--- src/rtl/fetch_pc_unit_if.sv ---
`default_nettype none
// ---------------------------------------------------------------------------
// fetch_pc_unit_if : controller / EX-MEM / fetch-stage signal bundle
// Revision 1.0
// ---------------------------------------------------------------------------
interface fetch_pc_unit_if #(
   parameter int LINK_DEPTH = 4
);
   localparam int c_COUNT_W = $clog2(LINK_DEPTH) + 1;

   logic [1:0]           PCControl;
   logic [15:0]          InstrIn;
   logic                 MEM_Jump;
   logic                 MEM_Branch;
   logic                 MEM_ALUZero;
   logic [3:0]           MEM_OpCode;
   logic [15:0]          MEM_JumpAddr;
   logic [15:0]          MEM_BranchAddr;
   logic [15:0]          PC;
   logic [15:0]          IFID_Instr;
   logic [15:0]          IFID_PCPlus2;
   logic [c_COUNT_W-1:0] LinkCount;
   logic                 StackErr;

   modport master (
      output PCControl, InstrIn, MEM_Jump, MEM_Branch, MEM_ALUZero,
             MEM_OpCode, MEM_JumpAddr, MEM_BranchAddr,
      input  PC, IFID_Instr, IFID_PCPlus2, LinkCount, StackErr
   );

   modport slave (
      input  PCControl, InstrIn, MEM_Jump, MEM_Branch, MEM_ALUZero,
             MEM_OpCode, MEM_JumpAddr, MEM_BranchAddr,
      output PC, IFID_Instr, IFID_PCPlus2, LinkCount, StackErr
   );
endinterface
`default_nettype wire

--- src/rtl/fetch_pc_unit.sv ---
`default_nettype none
// ---------------------------------------------------------------------------
// fetch_pc_unit : PMIPSL0 program counter, IF/ID register and return-link stack
// Revision 1.0
// ---------------------------------------------------------------------------
module fetch_pc_unit #(
   parameter logic [15:0] RESET_PC   = 16'h0000,
   parameter int          LINK_DEPTH = 4
) (
   input  wire             clock,
   input  wire             reset,
   fetch_pc_unit_if.slave  bus
);
   localparam int               c_PTR_W    = $clog2(LINK_DEPTH);
   localparam int               c_COUNT_W  = c_PTR_W + 1;
   localparam logic [15:0]      c_ADDR_MSK = 16'hFFFE;
   localparam logic [15:0]      c_RST_PC   = RESET_PC & c_ADDR_MSK;
   localparam logic [c_COUNT_W-1:0] c_FULL = c_COUNT_W'(LINK_DEPTH);

   localparam logic [1:0] c_CTL_INC   = 2'd1;
   localparam logic [1:0] c_CTL_CLOAD = 2'd2;
   localparam logic [3:0] c_OP_JAL    = 4'd9;
   localparam logic [3:0] c_OP_RET    = 4'd10;

   logic [15:0]          r_pc;
   logic [15:0]          r_ifid_instr;
   logic [15:0]          r_ifid_pcplus2;
   logic [c_COUNT_W-1:0] r_link_count;
   logic [c_PTR_W-1:0]   r_sp;
   logic [15:0]          r_stack [LINK_DEPTH];
   logic                 r_stack_err;

   logic [15:0]          w_pc_plus2;
   logic [c_PTR_W-1:0]   w_sp_dec;

   assign w_pc_plus2 = r_pc + 16'd2;
   // Depth is a power of two, so the pointer wraps by natural overflow.
   assign w_sp_dec   = r_sp - 1'b1;

   always_ff @(posedge clock) begin
      if (!reset) begin
         r_pc           <= c_RST_PC;
         r_ifid_instr   <= 16'h0000;
         r_ifid_pcplus2 <= 16'h0000;
         r_link_count   <= '0;
         r_sp           <= '0;
         r_stack_err    <= 1'b0;
      end else begin
         case (bus.PCControl)
            c_CTL_INC: begin
               r_pc           <= w_pc_plus2;
               r_ifid_instr   <= bus.InstrIn;
               r_ifid_pcplus2 <= w_pc_plus2;
            end
            c_CTL_CLOAD: begin
               if (bus.MEM_Jump) begin
                  case (bus.MEM_OpCode)
                     c_OP_JAL: begin
                        // PC already holds the return address when jal retires.
                        r_stack[r_sp] <= r_pc;
                        r_sp          <= r_sp + 1'b1;
                        if (r_link_count == c_FULL)
                           r_stack_err  <= 1'b1;
                        else
                           r_link_count <= r_link_count + 1'b1;
                        r_pc <= bus.MEM_JumpAddr & c_ADDR_MSK;
                     end
                     c_OP_RET: begin
                        if (r_link_count != '0) begin
                           r_pc         <= r_stack[w_sp_dec];
                           r_sp         <= w_sp_dec;
                           r_link_count <= r_link_count - 1'b1;
                        end else begin
                           r_stack_err  <= 1'b1;
                        end
                     end
                     default: r_pc <= bus.MEM_JumpAddr & c_ADDR_MSK;
                  endcase
               end else if (bus.MEM_Branch && bus.MEM_ALUZero) begin
                  r_pc <= bus.MEM_BranchAddr & c_ADDR_MSK;
               end
            end
            default: ;
         endcase
      end
   end

   assign bus.PC           = r_pc;
   assign bus.IFID_Instr   = r_ifid_instr;
   assign bus.IFID_PCPlus2 = r_ifid_pcplus2;
   assign bus.LinkCount    = r_link_count;
   assign bus.StackErr     = r_stack_err;
endmodule
`default_nettype wire
--- src/flat_wrapper.sv ---
// flat-port wrapper written by rule: the top's interface ports become plain ports
module fetch_pc_unit_flat 
#(
   parameter logic [15:0] RESET_PC   = 16'h0000,
   parameter int          LINK_DEPTH = 4
)
  (clock, reset, bus_PCControl, bus_InstrIn, bus_MEM_Jump, bus_MEM_Branch, bus_MEM_ALUZero, bus_MEM_OpCode, bus_MEM_JumpAddr, bus_MEM_BranchAddr, bus_PC, bus_IFID_Instr, bus_IFID_PCPlus2, bus_LinkCount, bus_StackErr);
  fetch_pc_unit_if #(.LINK_DEPTH(LINK_DEPTH)) bus_i ();
  input  wire clock;
  input  wire reset;
  input wire logic [$bits(bus_i.PCControl)-1:0] bus_PCControl;
  input wire logic [$bits(bus_i.InstrIn)-1:0] bus_InstrIn;
  input wire logic [$bits(bus_i.MEM_Jump)-1:0] bus_MEM_Jump;
  input wire logic [$bits(bus_i.MEM_Branch)-1:0] bus_MEM_Branch;
  input wire logic [$bits(bus_i.MEM_ALUZero)-1:0] bus_MEM_ALUZero;
  input wire logic [$bits(bus_i.MEM_OpCode)-1:0] bus_MEM_OpCode;
  input wire logic [$bits(bus_i.MEM_JumpAddr)-1:0] bus_MEM_JumpAddr;
  input wire logic [$bits(bus_i.MEM_BranchAddr)-1:0] bus_MEM_BranchAddr;
  output wire logic [$bits(bus_i.PC)-1:0] bus_PC;
  output wire logic [$bits(bus_i.IFID_Instr)-1:0] bus_IFID_Instr;
  output wire logic [$bits(bus_i.IFID_PCPlus2)-1:0] bus_IFID_PCPlus2;
  output wire logic [$bits(bus_i.LinkCount)-1:0] bus_LinkCount;
  output wire logic [$bits(bus_i.StackErr)-1:0] bus_StackErr;
  assign bus_i.PCControl = bus_PCControl;
  assign bus_i.InstrIn = bus_InstrIn;
  assign bus_i.MEM_Jump = bus_MEM_Jump;
  assign bus_i.MEM_Branch = bus_MEM_Branch;
  assign bus_i.MEM_ALUZero = bus_MEM_ALUZero;
  assign bus_i.MEM_OpCode = bus_MEM_OpCode;
  assign bus_i.MEM_JumpAddr = bus_MEM_JumpAddr;
  assign bus_i.MEM_BranchAddr = bus_MEM_BranchAddr;
  assign bus_PC = bus_i.PC;
  assign bus_IFID_Instr = bus_i.IFID_Instr;
  assign bus_IFID_PCPlus2 = bus_i.IFID_PCPlus2;
  assign bus_LinkCount = bus_i.LinkCount;
  assign bus_StackErr = bus_i.StackErr;
  fetch_pc_unit #(.RESET_PC(RESET_PC), .LINK_DEPTH(LINK_DEPTH)) u_core (.clock(clock), .reset(reset), .bus(bus_i));
endmodule
--- config.mk ---
export PLATFORM = sky130hd
export DESIGN_NAME = fetch_pc_unit_flat
export DESIGN_NICKNAME = d
export VERILOG_FILES = /design/src/rtl/fetch_pc_unit_if.sv /design/src/rtl/fetch_pc_unit.sv /design/src/flat_wrapper.sv
export SDC_FILE = /design/constraint.sdc
export NUM_CORES = 1
export LEC_CHECK = 0
export BUFFER_PORTS_ARGS = -buffer_cell sky130_fd_sc_hd__buf_2
export CORE_MARGIN = 1.5
export CORE_UTILIZATION = 49
export DETAILED_ROUTE_END_ITERATION = 10
export PLACE_DENSITY = 0.76
export SYNTH_ARGS = -nofsm -noshare
export SYNTH_HDL_FRONTEND = slang
export SYNTH_SLANG_ARGS = --single-unit
--- constraint.sdc ---
create_clock -name clock -period 2.8 [get_ports clock]
set_clock_uncertainty 0.2 [all_clocks]
set_input_delay 0.7 -clock clock [delete_from_list [all_inputs] [get_ports clock]]
set_output_delay 0.7 -clock clock [all_outputs]
set_load 0.01 [all_outputs]
==> flow_summary.toml <==
[run_status]
status = "complete, no violations"

[synth]
synth_compound_area_share_pct = 12.0
synth-main-ff-cell = "edfxtp_1"
syn-cell-area_sq_mm = 0.00528
synth_top_area_cell = "edfxtp_1"
synth_top_area_share_pct = 36.4
yosys.area_share.simple_pct = 11.1
ys_ff_latch = 118
synthArstFlopShare_pct = 0
synth_top_family_by_area = "compound AO/OA/AOI/OAI gates"
avgSynthCellArea_sq_um = 12.4
synth_seq_area_share_pct = 56.8
synthAdderAreaFrac_pct = 2.13
synth_xor_xnor_area_share_pct = 2.65
synth_warnings = 0
synthDistinctLibCells = 48
synth_area_leaders = "edfxtp_1, dfxtp_1, mux2i_1"
synth_mux_area_share_pct = 11.4
synth_edf_count = 64
syn_inst = 426
synth_fp_nets = 494

[floorplan]
coreArea_sq_mm = 0.0104
initial_core_util_pct = 50.7
fp.dieW_um = 107
die_h_um = 107
std_cell_rows = 37
io_pins = 111
die_area_sq_mm = 0.0114

[clocking]
cts_hold_buffers = 0
numCtsBuffers = 17
cts_buffer_depth = 2
path_clk_slew_ps = 60
clk_latency_ps = 520
cts_root_buffer = "clkbuf_8"
cts.sinks = 118
h-tree-depth = 4
cts_setup_buffers = 0
ctsResizeCount = 0
cts_tree = "built"

[layout]
fillers = 788
regArea_sq_mm = 0.00300
nets = 613
diodes = 0
final_util_pct = 63.0
multi_input_area_sq_mm = 0.00207
layout_commonest_cell = "buf_2"
final_cell_mix = "buf_2, edfxtp_1, dfxtp_1"
layout-drive-gt1-share_pct = 32.3
syn2layout_area_growth_pct = 24.2

[setup_path]
crit_family = "compound AO/OA/AOI/OAI gates"
critPathMaxFanout = 8
rrSetupSlack_ps = 390
crit_type = "flip-flop to flip-flop"
arrival_ps = 2620
path_cells = "inv_1, ha_1, buf_4, mux4_2, a21oi_1, o31ai_1, a32o_1"
cp-end-kind = "flip-flop"
cp_slowest_cell = "ha_1"
required_ps = 3010
max_stage_delay_ps = 500
cp.buffers_inverters = 2
cp-start-kind = "flip-flop"

[route]
wl_per_cell_um = 19.3
dr_total_vias = 3982
ant_nets = 0
drt_iter0_markers = 367
drt_wl_total_um = 13400
drc = 0
via_per_inst = 5.74
drtPass1Iterations = 5

[worst_hold_path]
hold_path_class = "input port to flip-flop"

[global_routing]
overflow = 0
grt_pass1_wl_um = 21000
antenna_found_initial = 0
grt_max_degree = 31
grt_pass1_vias = 3997
grt_use_total_pct = 24.8

[power]
pwr-share-comb_pct = 8.0
p_per_area_mw_per_mm2 = 648
clock_power_share_pct = 46.3
vdd_drop_max_v = 0.000495
switching_share_pct = 23.4
p_leak_nw = 2.64
intPower_mw = 3.26
pwr-share-seq_pct = 45.8
switchingPower_uw = 994

[placement]
post-place-ws_ps = 143
portBuffers = 108
place_congestion = 0.838
dp_hpwl_um = 9090

[timing]
setup_slack_ps = 390
setup_tns_ps = 0
period_minus_slack_ps = 2410
post-route-period-util_pct = 86.1
max_freq_mhz = 415
tightest_slew_ps = 733
rsz0062_at_grt = "no"
slew_violations = 0
finalHoldViolCount = 0
setup_viol = 0
slew_headroom_pct = 51.0

[run]
drv_cap = 0
cells in the mapped netlist, drive strengths merged, types with 10 or more instances:
master  count
o21ai      21
mux2i      21
a32o       12
xnor2      10
dfxtp      54
and3       10
a211oi     17
mux4       16
nand2      25
buf        22
edfxtp     64
nor2       45
a21oi      30
sequential cells by signal (all words and copies together), names as in the netlist:
| register | cells |
|---|---|
| u_core.bus.IFID_PCPlus2 | 16 |
| u_core.bus.IFID_Instr | 16 |
| u_core.bus.PC | 16 |
| u_core.r_stack | 64 |
| u_core.r_sp | 2 |
| u_core.bus.StackErr | 1 |
| u_core.bus.LinkCount | 3 |
power groups by stage:
stage               clock, mW  combinational (mW)  sequential [mW]
floorplan                   0               0.181             1.98
global placement            0               0.326             1.98
detailed placement          0               0.334             1.98
CTS                      1.99               0.337             1.95
global route             2.07               0.367             1.96
finish                   1.97               0.339             1.95
worst reg2reg max path: stages (launching register included):
cell,delay (ps)
dfxtp_1,390
inv_1,100
ha_1,500
buf_4,240
mux4_2,300
a21oi_1,230
o31ai_1,120
a32o_1,220
area by class of cell:
type	instances	share of cell area, %
Sequential cell	118	45.8
Clock inverter	9	1.16
Tap cell	136	2.59
Timing Repair Buffer	131	11.2
Inverter	9	0.515
Clock buffer	23	7.11
Multi-Input combinational cell	268	31.6
stage by stage:
step,instance area (sq um),total power [mW],std cells,hold slack (ps)
5_1_grt,6560,4.39,694,216
3_3_place_gp,6020,2.30,662,270
2_1_floorplan,5280,2.16,426,298
3_5_place_dp,6020,2.31,662,281
6_report,6560,4.26,694,216
4_1_cts,6560,4.27,694,205
kinds of logic after synthesis:
logic type	Yosys count
adder cells (fa/ha/maj)	9
AO/OA/AOI/OAI	95
AND/OR/NAND/NOR	111
buffers and inverters	40
multiplexers	37
flip-flops	118
XOR/XNOR	16
metal layers:
metal / GRT usage, % / routed length, um / vias to the layer above
met2: 40.1 / 6510 / 165
met3: 5.71 / 942 / 31
met1: 32.6 / 5680 / 1936
li1: - / - / 1850
met4: 9.52 / 283 / 0
met5: 0 / 0 / -
path summary, 6_finish.rpt:
path / cells after the start / endpoint / from
setup / recovery: 7 / u_core.bus.PC[11] / u_core.r_sp[1]
setup reg to reg: 7 / u_core.bus.PC[11] / u_core.r_sp[1]
hold / removal: 3 / u_core.bus.IFID_Instr[6] / bus_InstrIn[6]
hold reg to reg: 2 / u_core.bus.IFID_PCPlus2[4] / u_core.bus.IFID_PCPlus2[4]
(Power assumes the default switching activity.)
